File: src/rtl/spi_feed_pkg.sv
// Shared types and default constants for the SPI transmit feeder.
// Imported by the feeder top, its FIFO and the bench.
package spi_feed_pkg;

    localparam int unsigned SPI_DW     = 8;
    localparam int unsigned FEED_DEPTH = 8;
    localparam int unsigned FEED_GAP   = 2;
    localparam int unsigned FEED_TMO   = 64;

    typedef enum logic [1:0] {
        ST_IDLE,
        ST_LAUNCH,
        ST_XFER,
        ST_GAP
    } feed_state_t;

    // Width of a counter that must hold 0..n-1, never narrower than one bit.
    function automatic int unsigned cnt_width(input int unsigned n);
        return (n <= 2) ? 1 : $clog2(n);
    endfunction

endpackage

File: src/rtl/spi_tx_feeder_if.sv
// Host-write and SPI-master-launch signals of the feeder, bundled as one interface.
// slave is the feeder's view; master is the view of whatever drives host writes and cs.
interface spi_tx_feeder_if #(
    parameter int unsigned DEPTH = spi_feed_pkg::FEED_DEPTH
);

    // Host side
    logic                            wr_en;
    logic [spi_feed_pkg::SPI_DW-1:0] wr_data;
    logic                            full;
    logic                            empty;
    logic [$clog2(DEPTH):0]          count;

    // SPI master side
    logic                            newd;
    logic [spi_feed_pkg::SPI_DW-1:0] din;
    logic                            cs;

    // Status
    logic                            busy;
    logic                            ovf;
    logic                            tmo_err;

    modport slave (
        input  wr_en,
        input  wr_data,
        input  cs,
        output full,
        output empty,
        output count,
        output newd,
        output din,
        output busy,
        output ovf,
        output tmo_err
    );

    modport master (
        output wr_en,
        output wr_data,
        output cs,
        input  full,
        input  empty,
        input  count,
        input  newd,
        input  din,
        input  busy,
        input  ovf,
        input  tmo_err
    );

endinterface

File: src/rtl/spi_tx_feeder_sync_fifo.sv
// Synchronous FIFO with registered full/empty/count and a registered read port.
// rd_data updates only on an accepted read and otherwise holds the last popped entry.
module sync_fifo
    import spi_feed_pkg::*;
#(
    parameter int unsigned DEPTH = FEED_DEPTH,
    parameter int unsigned DW    = SPI_DW
) (
    input  logic                   clk,
    input  logic                   rst_n,
    input  logic                   wr_en,
    input  logic [DW-1:0]          wr_data,
    input  logic                   rd_en,
    output logic [DW-1:0]          rd_data,
    output logic                   full,
    output logic                   empty,
    output logic [$clog2(DEPTH):0] count
);

    localparam int unsigned AW = $clog2(DEPTH);
    localparam int unsigned CW = AW + 1;
    localparam logic [CW-1:0] CNT_FULL = CW'(DEPTH);

    logic [DW-1:0] mem_q [DEPTH];

    logic [AW-1:0] wr_ptr_q, wr_ptr_d;
    logic [AW-1:0] rd_ptr_q, rd_ptr_d;
    logic [CW-1:0] count_q, count_d;
    logic          full_q, full_d;
    logic          empty_q, empty_d;
    logic [DW-1:0] rd_data_q, rd_data_d;

    logic wr_ok;
    logic rd_ok;

    // A write against a full FIFO is dropped even if a read frees a slot in the same cycle.
    assign wr_ok = wr_en & ~full_q;
    assign rd_ok = rd_en & ~empty_q;

    always_comb begin
        // NOTE: every variable gets a default first so no path leaves it unassigned (no latch).
        wr_ptr_d  = wr_ptr_q;
        rd_ptr_d  = rd_ptr_q;
        count_d   = count_q;
        rd_data_d = rd_data_q;

        if (wr_ok) begin
            wr_ptr_d = wr_ptr_q + AW'(1);
        end
        if (rd_ok) begin
            rd_ptr_d  = rd_ptr_q + AW'(1);
            rd_data_d = mem_q[rd_ptr_q];
        end

        unique case ({wr_ok, rd_ok})
            2'b10:   count_d = count_q + CW'(1);
            2'b01:   count_d = count_q - CW'(1);
            default: count_d = count_q;
        endcase

        full_d  = (count_d == CNT_FULL);
        empty_d = (count_d == '0);
    end

    // NOTE: storage carries no reset; count/empty gate every read, so stale entries are never seen.
    always_ff @(posedge clk) begin
        if (wr_ok) begin
            mem_q[wr_ptr_q] <= wr_data;
        end
    end

    // NOTE: sequential state uses non-blocking assignments so every flop samples pre-edge values.
    always_ff @(posedge clk or negedge rst_n) begin
        if (!rst_n) begin
            wr_ptr_q  <= '0;
            rd_ptr_q  <= '0;
            count_q   <= '0;
            full_q    <= 1'b0;
            empty_q   <= 1'b1;
            rd_data_q <= '0;
        end else begin
            wr_ptr_q  <= wr_ptr_d;
            rd_ptr_q  <= rd_ptr_d;
            count_q   <= count_d;
            full_q    <= full_d;
            empty_q   <= empty_d;
            rd_data_q <= rd_data_d;
        end
    end

    assign rd_data = rd_data_q;
    assign full    = full_q;
    assign empty   = empty_q;
    assign count   = count_q;

endmodule

File: src/rtl/spi_tx_feeder.sv
// Byte queue and launch sequencer upstream of the SPI daisy-chain master.
// Raises newd once per queued byte, waits out the transfer and an idle gap, and guards the launch with a watchdog.
module spi_tx_feeder
    import spi_feed_pkg::*;
#(
    parameter int unsigned DEPTH = FEED_DEPTH,
    parameter int unsigned GAP   = FEED_GAP,
    parameter int unsigned TMO   = FEED_TMO
) (
    input  logic           clk,
    input  logic           rst_n,
    spi_tx_feeder_if.slave bus
);

    localparam int unsigned CW = $clog2(DEPTH) + 1;
    localparam int unsigned GW = cnt_width(GAP + 1);
    localparam int unsigned WW = cnt_width(TMO);
    localparam logic [GW-1:0] GAP_LAST  = GW'(GAP);
    localparam logic [WW-1:0] WDOG_LAST = WW'(TMO - 1);

    feed_state_t   state_q, state_d;
    logic [GW-1:0] gap_q, gap_d;
    logic [WW-1:0] wdog_q, wdog_d;
    logic          newd_q, newd_d;
    logic          busy_q, busy_d;
    logic          ovf_q, ovf_d;
    logic          tmo_err_q, tmo_err_d;

    logic              pop;
    logic              tmo_hit;
    logic              fifo_full;
    logic              fifo_empty;
    logic [CW-1:0]     fifo_count;
    logic [SPI_DW-1:0] fifo_rd_data;

    sync_fifo #(
        .DEPTH (DEPTH),
        .DW    (SPI_DW)
    ) u_fifo (
        .clk     (clk),
        .rst_n   (rst_n),
        .wr_en   (bus.wr_en),
        .wr_data (bus.wr_data),
        .rd_en   (pop),
        .rd_data (fifo_rd_data),
        .full    (fifo_full),
        .empty   (fifo_empty),
        .count   (fifo_count)
    );

    always_ff @(posedge clk or negedge rst_n) begin
        if (!rst_n) begin
            state_q   <= ST_IDLE;
            gap_q     <= '0;
            wdog_q    <= '0;
            newd_q    <= 1'b0;
            busy_q    <= 1'b0;
            ovf_q     <= 1'b0;
            tmo_err_q <= 1'b0;
        end else begin
            state_q   <= state_d;
            gap_q     <= gap_d;
            wdog_q    <= wdog_d;
            newd_q    <= newd_d;
            busy_q    <= busy_d;
            ovf_q     <= ovf_d;
            tmo_err_q <= tmo_err_d;
        end
    end

    always_comb begin
        state_d = state_q;
        gap_d   = gap_q;
        wdog_d  = wdog_q;
        pop     = 1'b0;
        tmo_hit = 1'b0;

        unique case (state_q)
            ST_IDLE: begin
                // The pop registers the head byte into din on the same edge that raises newd.
                if (!fifo_empty && bus.cs) begin
                    pop     = 1'b1;
                    wdog_d  = '0;
                    state_d = ST_LAUNCH;
                end
            end
            ST_LAUNCH: begin
                // cs falling wins over a watchdog expiring on the same edge.
                if (!bus.cs) begin
                    state_d = ST_XFER;
                end else if (wdog_q == WDOG_LAST) begin
                    tmo_hit = 1'b1;
                    state_d = ST_IDLE;
                end else begin
                    wdog_d = wdog_q + WW'(1);
                end
            end
            ST_XFER: begin
                if (bus.cs) begin
                    if (GAP == 0) begin
                        state_d = ST_IDLE;
                    end else begin
                        gap_d   = '0;
                        state_d = ST_GAP;
                    end
                end
            end
            ST_GAP: begin
                if (gap_q == GAP_LAST) begin
                    state_d = ST_IDLE;
                end else begin
                    gap_d = gap_q + GW'(1);
                end
            end
            default: begin
                state_d = ST_IDLE;
            end
        endcase
    end

    // Outputs are decoded from the next state so they leave flops aligned with the state itself.
    always_comb begin
        newd_d    = (state_d == ST_LAUNCH);
        busy_d    = (state_d != ST_IDLE);
        ovf_d     = ovf_q | (bus.wr_en & fifo_full);
        tmo_err_d = tmo_err_q | tmo_hit;
    end

    assign bus.full    = fifo_full;
    assign bus.empty   = fifo_empty;
    assign bus.count   = fifo_count;
    assign bus.din     = fifo_rd_data;
    assign bus.newd    = newd_q;
    assign bus.busy    = busy_q;
    assign bus.ovf     = ovf_q;
    assign bus.tmo_err = tmo_err_q;

endmodule

File: src/flat_wrapper.sv
// flat-port wrapper written by rule: the top's interface ports become plain ports
module spi_tx_feeder_flat import spi_feed_pkg::*;
#(
    parameter int unsigned DEPTH = FEED_DEPTH,
    parameter int unsigned GAP   = FEED_GAP,
    parameter int unsigned TMO   = FEED_TMO
)
  (clk, rst_n, bus_wr_en, bus_wr_data, bus_cs, bus_full, bus_empty, bus_count, bus_newd, bus_din, bus_busy, bus_ovf, bus_tmo_err);
  spi_tx_feeder_if #(.DEPTH(DEPTH)) bus_i ();
  input  logic clk;
  input  logic rst_n;
  input wire logic [$bits(bus_i.wr_en)-1:0] bus_wr_en;
  input wire logic [$bits(bus_i.wr_data)-1:0] bus_wr_data;
  input wire logic [$bits(bus_i.cs)-1:0] bus_cs;
  output wire logic [$bits(bus_i.full)-1:0] bus_full;
  output wire logic [$bits(bus_i.empty)-1:0] bus_empty;
  output wire logic [$bits(bus_i.count)-1:0] bus_count;
  output wire logic [$bits(bus_i.newd)-1:0] bus_newd;
  output wire logic [$bits(bus_i.din)-1:0] bus_din;
  output wire logic [$bits(bus_i.busy)-1:0] bus_busy;
  output wire logic [$bits(bus_i.ovf)-1:0] bus_ovf;
  output wire logic [$bits(bus_i.tmo_err)-1:0] bus_tmo_err;
  assign bus_i.wr_en = bus_wr_en;
  assign bus_i.wr_data = bus_wr_data;
  assign bus_i.cs = bus_cs;
  assign bus_full = bus_i.full;
  assign bus_empty = bus_i.empty;
  assign bus_count = bus_i.count;
  assign bus_newd = bus_i.newd;
  assign bus_din = bus_i.din;
  assign bus_busy = bus_i.busy;
  assign bus_ovf = bus_i.ovf;
  assign bus_tmo_err = bus_i.tmo_err;
  spi_tx_feeder #(.DEPTH(DEPTH), .GAP(GAP), .TMO(TMO)) u_core (.clk(clk), .rst_n(rst_n), .bus(bus_i));
endmodule
File: config.mk
export PLATFORM = sky130hd
export DESIGN_NAME = spi_tx_feeder_flat
export DESIGN_NICKNAME = d
export VERILOG_FILES = /design/src/rtl/spi_feed_pkg.sv /design/src/rtl/spi_tx_feeder_if.sv /design/src/rtl/spi_tx_feeder_sync_fifo.sv /design/src/rtl/spi_tx_feeder.sv /design/src/flat_wrapper.sv
export SDC_FILE = /design/constraint.sdc
export NUM_CORES = 1
export LEC_CHECK = 0
export ABC_AREA = 1
export BUFFER_PORTS_ARGS = -buffer_cell sky130_fd_sc_hd__buf_2
export CELL_PAD_IN_SITES_DETAIL_PLACEMENT = 2
export CELL_PAD_IN_SITES_GLOBAL_PLACEMENT = 2
export CORE_MARGIN = 2
export CORE_UTILIZATION = 40
export DETAILED_ROUTE_END_ITERATION = 10
export PLACE_DENSITY = 0.89
export SLEW_MARGIN = 0
export SYNTH_ARGS = -nofsm -noshare
export SYNTH_HDL_FRONTEND = slang
export SYNTH_SLANG_ARGS = --single-unit
File: constraint.sdc
create_clock -name clk -period 2.1 [get_ports clk]
set_input_delay 0.21 -clock clk [delete_from_list [all_inputs] [get_ports clk]]
set_output_delay 0.21 -clock clk [all_outputs]
set_load 0.01 [all_outputs]
## Yosys cells after proc, flatten, opt, wreduce, memory -nomap -nowiden

Memories as Yosys holds them, arrays and structs flattened. A register that Yosys moved wholly into a read port is not among the register bits.
Index checks and enable logic that the tools add are counted.

| cells by class | value |
|---|---|
| eq/ne operators | 14 |
| bitwise operators | 7 |
| mux-type cells | 21 |
| reductions and logical operators | 10 |
| add/subtract/negate cells | 6 |

Operators with widths:

| cell | number |
|---|---|
| $mux W6 | 3 |
| $mux W2 | 7 |
| $pmux W6 S2 | 1 |
| $eq A2 B2 Y1 const B | 4 |
| $ne A2 B2 Y1 const B | 4 |
| $pmux W2 S4 | 1 |
| $pmux W4 S2 | 1 |
| $mux W1 | 7 |
| $add A3 B1 Y3 const B | 2 |
| $add A6 B1 Y6 const B | 1 |
| $eq A2 B1 Y1 const B | 3 |
| $eq A6 B6 Y1 const B | 1 |
| $reduce_bool A2 Y1 | 3 |
| $add A4 B1 Y4 const B | 1 |
| $eq A4 B4 Y1 const B | 1 |
| $logic_not A4 Y1 | 1 |
| $pmux W2 S2 | 1 |
| $reduce_and A4 Y1 | 1 |
| $sub A4 B1 Y4 const B | 1 |
| $and A1 B1 Y1 | 3 |
| $reduce_and A3 Y1 | 1 |
| $add A2 B1 Y2 const B | 1 |
| $logic_not A1 Y1 | 2 |
| $logic_not A2 Y1 | 1 |
| 4 further kinds | 6 |

| word-level totals | value |
|---|---|
| bits in writable memories | 64 |
| bits of input ports | 12 |
| word-level logic and storage cells | 71 |
| bits in registers | 26 |
| output and inout bits | 18 |
| memories | 1 |

Memory list:

| memory | depth | bits a word | rd ports | clocked after memory_dff | write ports | line | source |
|---|---|---|---|---|---|---|---|
| u_core.u_fifo.mem_q | 8 | 8 | 1 | 1 | 1 | spi_tx_feeder_sync_fifo.sv:24 | `logic [DW-1:0] mem_q [DEPTH];` |

## Logic depth before layout (Yosys ltp)

Gate-level depths: netlist of the first run.

| logic depth | value |
|---|---|
| depth in word-level cells | 8 |
| mapped depth | 13 |

## By module

Synthesis of the first run repeated with hierarchy kept, for this count alone.

| unflattened totals | value |
|---|---|
| cells, all modules | 370 |
| area total of the unflattened synthesis | 4160.2 µm² |

Modules (own cells, without submodules):

| module | area an instance (µm²) | instances | cells an instance |
|---|---|---|---|
| sync_fifo | 3437.0 | 1 | 281 |
| spi_tx_feeder | 723.2 | 1 | 89 |

## Worst setup path before layout of the first run

No wires, ideal clock.

| path | value |
|---|---|
| path kind | register to register |
| start point | reg u_core.u_fifo.empty_q (netlist: u_core.u_fifo.empty) |
| end point | reg u_core.u_fifo.full_q (netlist: u_core.u_fifo.full) |
| period minus slack after synthesis | 1873 ps |
| stages on the path, launching flop included | 12 |
| data arrival time | 1796 ps |
| slack | 227 ps |
| data required time | 2022 ps |
| library setup time | 78 ps |
| cell sequence | dfstp_2 -> nor2_4 -> nand2_1 -> inv_1 -> buf_2 -> ha_1 -> inv_1 -> nand2_1 -> o21ai_0 -> nor2_1 -> nand3_1 -> a21oi_1 |

| between the ends | value |
|---|---|
| word-level cells in the longest chain between the ends | 8 |
| elaborated cells on any way between the ends | 10 |
| those cells by class | 3 x eq/ne; 3 x mux; 2 x bitwise; 2 x reduce/logical |

RTL lines:

| what | line | source |
|---|---|---|
| start: declaration | spi_tx_feeder_sync_fifo.sv:30 | `logic empty_q, empty_d;` |
| start signal: assignment | spi_tx_feeder_sync_fifo.sv:86 | `empty_q <= empty_d;` |
| $logic_not A1 Y1 | spi_tx_feeder.sv:81 | `if (!fifo_empty && bus.cs) begin` |
| $logic_and A1 B1 Y1 | spi_tx_feeder.sv:81 |  |
| $mux W1 | spi_tx_feeder.sv:81 |  |
| $mux W1 | spi_tx_feeder.sv:78 | `unique case (state_q)` |
| $and A1 B1 Y1 (*) | spi_tx_feeder_sync_fifo.sv:38 | `assign rd_ok = rd_en & ~empty_q;` |
| $eq A2 B1 Y1 or $eq A2 B2 Y1 (tied branches) | spi_tx_feeder_sync_fifo.sv:55 | `unique case ({wr_ok, rd_ok})` |
| $pmux W4 S2 (*) | spi_tx_feeder_sync_fifo.sv:55 |  |
| via u_core.u_fifo.count_d[1] | spi_tx_feeder_sync_fifo.sv:28 | `logic [CW-1:0] count_q, count_d;` |
| $eq A4 B4 Y1 (*) | spi_tx_feeder_sync_fifo.sv:61 | `full_d = (count_d == CNT_FULL);` |
| via u_core.u_fifo.full_d | spi_tx_feeder_sync_fifo.sv:29 | `logic full_q, full_d;` |
| end signal: assignment | spi_tx_feeder_sync_fifo.sv:85 | `full_q <= full_d;` |
| end: declaration | spi_tx_feeder_sync_fifo.sv:29 |  |

Mark *: on every way through the listed nets, which the timed path passes. The rest lies on a longest branch.
A chain may end at the register's enable or synchronous reset.

## Worst setup path in the final report of the first run

| path | value |
|---|---|
| start point | reg u_core.state_q[0] |
| end point | reg u_core.u_fifo.full_q (netlist: u_core.u_fifo.full) |

| between the ends | value |
|---|---|
| word-level cells in the longest chain between the ends | 6 |
| elaborated cells on any way between the ends | 7 |
| those cells by class | 3 x eq/ne; 2 x mux; 1 x bitwise; 1 x reduce/logical |

RTL lines:

| what | line | source |
|---|---|---|
| start: declaration | spi_tx_feeder.sv:21 | `feed_state_t state_q, state_d;` |
| start signal: assignment | spi_tx_feeder.sv:61 | `state_q <= state_d;` |
| $logic_not A2 Y1 (*) | spi_tx_feeder.sv:78 |  |
| $mux W1 (*) | spi_tx_feeder.sv:78 |  |
| $and A1 B1 Y1 (*) | spi_tx_feeder_sync_fifo.sv:38 |  |
| $eq A2 B1 Y1 or $eq A2 B2 Y1 (tied branches) | spi_tx_feeder_sync_fifo.sv:55 |  |
| $pmux W4 S2 (*) | spi_tx_feeder_sync_fifo.sv:55 |  |
| via u_core.u_fifo.count_d[1] | spi_tx_feeder_sync_fifo.sv:28 |  |
| $eq A4 B4 Y1 (*) | spi_tx_feeder_sync_fifo.sv:61 |  |
| via u_core.u_fifo.full_d | spi_tx_feeder_sync_fifo.sv:29 |  |

Marked as above.

==> results.sh, run 1 <==
export IMPL_slew_headroom=0.443
export IMPL_finalCritPeriodShare=0.909
export IMPL_clk_pin_slew_ns=0.10
export IMPL_cts_buffer_depth=2
export IMPL_place_area_um2=4410
export IMPL_combPwrFrac=0.364
export IMPL_initial_core_util=0.413
export IMPL_worstPathCellList="nor2_4 > nand4_1 > nand2_1 > inv_1 > ha_1 > nand2_1 > o21ai_0 > nor2_1 > nand3_1 > a21oi_2"
export IMPL_ys_seq_area_frac=0.685
export IMPL_peakVddDrop_mv=0.417
export IMPL_hold_class="primary input to flop"
export IMPL_synth_edf_count=64
export IMPL_met2_usage=0.381
export IMPL_ys_flop_type="edfxtp_1"
export IMPL_clock_latency_ns=0.38
export IMPL_finalNonFillerCells=523
export IMPL_crit_fanout=4
export IMPL_endpoint_kind="flop"
export IMPL_rows=36
export IMPL_diodes=0
export IMPL_grt_pass1_wl_um=18600
export IMPL_pwr_share_seq=0.457
export IMPL_grt_setup_unrepaired="no"
export IMPL_firstDrtPassIters=4
export IMPL_drv_cap=0
export IMPL_syn_cell_area_um2=4050
export IMPL_cp_slowest_stage_delay_ns=0.46
export IMPL_grtUsageMet1=0.294
export IMPL_grt_overflow_total=0
export IMPL_io_pins=30
export IMPL_start_kind="flop"
export IMPL_syn_num_nets=361
export IMPL_cp_arrival_ns=2.21
export IMPL_crit_top_cell="nand2_1"
export IMPL_dpl_cell_count=506
export IMPL_clk_root_buffer_cell="clkbuf_8"
export IMPL_grt_max_degree=35
export IMPL_power_switching_mw=2.67
export IMPL_wirelength_um=11600
export IMPL_cts_setup_buffers=0
export IMPL_place_congestion=0.782
export IMPL_clockPowerShare=0.180
export IMPL_yosys_warnings=0
export IMPL_ys_seq_elements=98
export IMPL_hold_violations=0
export IMPL_fp_dieArea_um2=10900
export IMPL_finalMaxSlewViolations=0
export IMPL_avgViaCountPerCell=5.34
export IMPL_outcome="finished, final reports clean"
export IMPL_critPathSlowestCell="dfrtp_1"
export IMPL_htree_levels=3
export IMPL_fmaxAchievable_mhz=524
export IMPL_avgSynthCellArea_um2=11.8
export IMPL_final_nets=403
export IMPL_tritoncts="yes"
export IMPL_leakage_nw=1.83
export IMPL_swShare=0.415
export IMPL_ant_nets=0
export IMPL_fin_area_um2=4630
export IMPL_use_met3=0.0405
export IMPL_layout_drive_gt1_share=0.205
export IMPL_synth_top_area_frac=0.474
export IMPL_setup_viol=0
export IMPL_holdPathStages=2
export IMPL_synth_distinct_cells=35
export IMPL_p_int_mw=3.76
export IMPL_die_w_um=105
export IMPL_antenna_found_initial=0
export IMPL_dp_hpwl_um=7910
export IMPL_power_density_nw_per_um2=1390
export IMPL_grt_busiest_layer="met2"
export IMPL_io_buffer_count=29
export IMPL_die_h_um=105
export IMPL_worstMarginPinSlew_ns=0.836
export IMPL_remaining_drc_errors=0
export IMPL_required_ns=2.40
export IMPL_numCtsBuffers=9
export IMPL_vias=2793
export IMPL_cts_sinks=98
export IMPL_grt_pass1_vias=3207
export IMPL_drtIter0Drc=113
export IMPL_core_area_um2=9820
export IMPL_synthTopCellsByArea="edfxtp_1, dfrtp_1, o21ai_0, nand2_1, nor2_1"
export IMPL_r2r_cells=10
export IMPL_setup_tns_ns=0
export IMPL_netlist_instances=343
export IMPL_yosys_area_top_type="edfxtp_1"
export IMPL_syn2layout_area_growth_pct=14.4
export IMPL_async_flop_share=0.347
export IMPL_post_route_min_period_ns=1.91
export IMPL_clock_skew_ns=0.0140
export IMPL_track_usage=0.226
export IMPL_wl_per_cell_um=22.2
export IMPL_critical_path_class="flop to flop"
## metrics by stage
step | util | hold WS, ns | total power [mW] | setup slack [ns]
4_1_cts | 0.469 | 0.0552 | 6.44 | 0.0399
6_report | 0.472 | 0.0969 | 6.43 | 0.191
3_3_place_gp | 0.449 | 0.320 | 4.90 | 0.402
3_5_place_dp | 0.449 | 0.340 | 5.22 | 0.176
5_1_grt | 0.472 | 0.0935 | 6.86 | 0.0170
2_1_floorplan | - | -0.0856 | 4.25 | 0.227
## cell type report
class                   instances  area [µm²]
clock buffers                  10         128
clock inverters                 6        51.3
fillers                      1013        5190
inverters                      28         105
multi-input cells             205        1150
flip-flops and latches         98        2780
well taps                     133         166
repair buffers                 43         253
## layout by cell type, fill, tap and decap left out, types with 2 or more instances in the layout
master	count
clkinvlp_4	3
nor3_1	2
nand4_1	3
xor2_1	4
xnor2_1	2
clkbuf_8	9
a21oi_2	2
inv_2	4
nand2_2	2
nand3_1	6
o31ai_1	3
inv_1	24
a21oi_1	4
buf_2	29
edfxtp_1	64
ha_1	5
o221ai_1	8
buf_4	13
nor2_1	44
o22ai_1	8
nor2_4	4
o211ai_1	8
o21ai_0	37
dfrtp_1	32
nor2_2	2
nand2_1	47
a21o_1	2
## worst paths after layout
check                                           to  slack, ns               from
worst max-delay path            u_core.u_fifo.full       0.19  u_core.state_q[0]
min in group asynchronous       u_core.u_fifo.full       0.47              rst_n
worst max register to register  u_core.u_fifo.full       0.19  u_core.state_q[0]
worst min-delay path                u_core.bus.ovf        0.1          bus_wr_en
max in group asynchronous        u_core.state_q[1]       1.06              rst_n
worst min register to register      u_core.bus.ovf       0.46     u_core.bus.ovf
## kinds of logic after synthesis
logic type,after synthesis,share of synthesized area
compound gates,77,0.119
xor+xnor,6,0.0130
fa+ha+maj,6,0.0185
buf+inv,40,0.0377
flops,98,0.685
simple gates,116,0.128
## repair_timing
| item | CTS | global route |
|---|---|---|
| resized for setup | 0 | 6 |
| setup endpoints to repair | 0 | 2 |
| endpoints found under the hold margin | 33 | 0 |
| hold buffers | 1 | 0 |
## cells in the mapped netlist, drive strengths merged (2+ instances only)
cell    count
xor2        4
xnor2       2
o22ai       8
o31ai       3
nand4       3
nand3       7
o211ai      8
edfxtp     64
o221ai      8
ha          6
dfrtp      33
inv        28
o21ai      39
a21o        2
a21oi       6
nand2      50
or2         2
clkbuf     10
nor2       50
buf         2
nor3        3
## power groups by stage
| stage | clock, mW | sequential (mW) | combinational (mW) |
|---|---|---|---|
| global placement | 0 | 2.88 | 2.02 |
| finish | 1.16 | 2.94 | 2.34 |
| floorplan | 0 | 2.87 | 1.38 |
| global route | 1.25 | 2.99 | 2.61 |
| CTS | 1.18 | 2.93 | 2.33 |
| detailed placement | 0 | 2.95 | 2.27 |
## sequential cells by signal (all words and copies together), names as in the netlist, 2 cells and up
name                    count
u_core.u_fifo.count         4
u_core.u_fifo.rd_ptr_q      3
u_core.u_fifo.wr_ptr_q      3
u_core.u_fifo.mem_q        64
u_core.gap_q                2
u_core.wdog_q               6
u_core.state_q              2
u_core.u_fifo.rd_data       8
## per-layer routing
| layer | wire length [µm] | up-vias |
|---|---|---|
| li1 | - | 1286 |
| met1 | 5130 | 1429 |
| met2 | 5910 | 61 |
| met3 | 343 | 17 |
| met4 | 237 | 0 |
| met5 | 0 | - |
## worst max-delay path, delay by kind of cell (launching register included)
kind                       cells  cell delay (ns)
DFF                            1             0.46
adders and majority gates      1             0.28
buffers and inverters          1             0.07
and+or+nand+nor                6             0.77
AOI/OAI and AO/OA              2             0.26
Power figures use the tool's default switching activity.
==> run 2: changes to the inputs <==
--- a/config.mk
+++ b/config.mk
@@ -9,7 +9,7 @@
 export BUFFER_PORTS_ARGS = -buffer_cell sky130_fd_sc_hd__buf_2
 export CELL_PAD_IN_SITES_DETAIL_PLACEMENT = 2
 export CELL_PAD_IN_SITES_GLOBAL_PLACEMENT = 2
-export CORE_MARGIN = 2
+export CORE_MARGIN = 3
 export CORE_UTILIZATION = 40
 export DETAILED_ROUTE_END_ITERATION = 10
 export PLACE_DENSITY = 0.89
==> results.sh, run 2 (synthesis gave the netlist of run 1 again) <==
export IMPL_initial_core_util=0.413
export IMPL_finalMaxSlewViolations=0
export IMPL_critical_path_class="flop to flop"
export IMPL_post_route_min_period_ns=1.90
export IMPL_fin_total_pwr_mw=6.46
export IMPL_grt_pass1_wl_um=19000
export IMPL_die_w_um=107
export IMPL_wl_per_cell_um=22.0
export IMPL_drtIter0Drc=189
export IMPL_vias=2811
export IMPL_cts_sinks=98
export IMPL_drv_cap=0
export IMPL_tritoncts="yes"
export IMPL_hold_class="primary input to flop"
export IMPL_layout_commonest_cell="edfxtp_1"
export IMPL_clock_latency_ns=0.38
export IMPL_finalCritPeriodShare=0.904
export IMPL_grt_overflow_total=0
export IMPL_fmaxAchievable_mhz=527
export IMPL_worstMarginPinSlew_ns=0.818
export IMPL_antenna_found_initial=0
export IMPL_hold_start="bus_wr_en"
export IMPL_clk_pin_slew_ns=0.10
export IMPL_avgViaCountPerCell=5.36
export IMPL_power_density_nw_per_um2=1400
export IMPL_endpoint_kind="flop"
export IMPL_layout_common_cells="edfxtp_1, nand2_1, nor2_1"
export IMPL_numCtsBuffers=9
export IMPL_clock_skew_ns=0.0161
export IMPL_slew_headroom=0.454
export IMPL_dp_hpwl_um=7970
export IMPL_r2r_setup_slack_ns=0.20
export IMPL_syn2layout_area_growth_pct=14.1
export IMPL_holdPathStages=2
export IMPL_htree_levels=3
export IMPL_ant_nets=0
export IMPL_io_pins=30
export IMPL_grt_setup_unrepaired="no"
export IMPL_crit_fanout=5
export IMPL_hold_violations=0
export IMPL_fp_dieArea_um2=11400
export IMPL_r2r_cells=10
export IMPL_route_met2_wl_um=5760
export IMPL_clk_root_buffer_cell="clkbuf_8"
export IMPL_grt_max_degree=35
export IMPL_nFillCells=1040
export IMPL_cts_buffer_depth=2
export IMPL_layout_drive_gt1_share=0.199
export IMPL_leakage_nw=1.85
export IMPL_io_buffer_count=29
export IMPL_final_nets=404
export IMPL_cp_arrival_ns=2.20
export IMPL_start_kind="flop"
export IMPL_outcome="finished, final reports clean"
export IMPL_utilization=0.471
export IMPL_r2r_end="u_core.u_fifo.full"
export IMPL_grt_pass1_vias=3156
export IMPL_setup_viol=0
export IMPL_die_h_um=107
export IMPL_wl_met1_um=5150
export IMPL_remaining_drc_errors=0
export IMPL_top_layer="met4"
export IMPL_peakVddDrop_mv=0.491
export IMPL_firstDrtPassIters=4
export IMPL_rows=36
export IMPL_regMostFlops="u_core.u_fifo.mem_q"
export IMPL_diodes=0
export IMPL_timing_rr_start="u_core.u_fifo.empty"
export IMPL_hold_end="u_core.bus.ovf"
export IMPL_core_area_um2=9820
export IMPL_track_usage=0.223
export IMPL_place_congestion=0.784
export IMPL_setup_tns_ns=0
export IMPL_wl_met3_um=374
export IMPL_wirelength_um=11500
export IMPL_largest_reg_flops=64
export IMPL_required_ns=2.40
[run 2: cell count changes in the layout (fill, tap and decap cells not counted), moves of 2 or more]
cell | before | now
inv_6 | 1 | 3
a21oi_1 | 4 | 6
a21oi_2 | 2 | 0
clkinvlp_4 | 3 | 0
[run 2: final cells by class]
type | count | area (µm²) | share of cell area
Tap cell | 133 | 166 | 0.0360
Clock inverter | 6 | 55.1 | 0.0119
Timing Repair Buffer | 44 | 260 | 0.0563
Clock buffer | 10 | 138 | 0.0298
Inverter | 28 | 105 | 0.0227
Sequential cell | 98 | 2770 | 0.600
Multi-Input combinational cell | 205 | 1120 | 0.243
[run 2: worst max-delay path by stage]
stage	startpoint	endpoint	slack, ns	cells past startpoint
4_1_cts	u_core.u_fifo.empty	u_core.u_fifo.full	0.14	10
6_report	u_core.u_fifo.empty	u_core.u_fifo.full	0.20	10
5_1_grt	u_core.u_fifo.full	u_core.u_fifo.full	0.002	13
3_3_place_gp	u_core.state_q[1]	u_core.u_fifo.full	0.40	10
3_5_place_dp	u_core.state_q[1]	u_core.u_fifo.full	0.19	10
2_1_floorplan	u_core.u_fifo.empty	u_core.u_fifo.full	0.23	11
[run 2: repair_timing]
item	4_1_cts	5_1_grt
setup endpoints to repair	0	1
hold buffers	1	0
endpoints found under the hold margin	33	0
resized for setup	0	1
setup buffers	0	0
[run 2: critical path: stages (launching register included)]
cell     delay (ns)
dfstp_2        0.56
nor2_4         0.05
nand2_1        0.10
inv_1          0.08
ha_1           0.33
inv_1          0.12
nand2_1        0.08
o21ai_1        0.11
nor2_1         0.11
nand3_1        0.12
a21oi_1        0.16
[run 2: routing by layer]
metal,vias up,global-route usage
li1,1293,-
met1,1446,0.298
met2,55,0.371
met3,17,0.0325
met4,0,0.0840
met5,-,0
[run 2: where the power goes]
part           switching (mW)  internal [mW]  total (mW)  leakage, nW
logic                    1.60          0.758        2.36        0.751
clock network           0.735          0.489        1.22       0.0998
registers               0.328           2.55        2.88         1.00
total                    2.66           3.80        6.46         1.85
[run 2: stage by stage]
stage | cells | hold WS (ns) | setup slack [ns] | instance area [µm²]
2_1_floorplan | 343 | -0.0856 | 0.227 | 4050
3_3_place_gp | 507 | 0.329 | 0.400 | 4420
3_5_place_dp | 507 | 0.337 | 0.193 | 4420
4_1_cts | 524 | 0.0453 | 0.140 | 4620
5_1_grt | 524 | 0.0657 | 0.00202 | 4620
6_report | 524 | 0.0633 | 0.201 | 4620
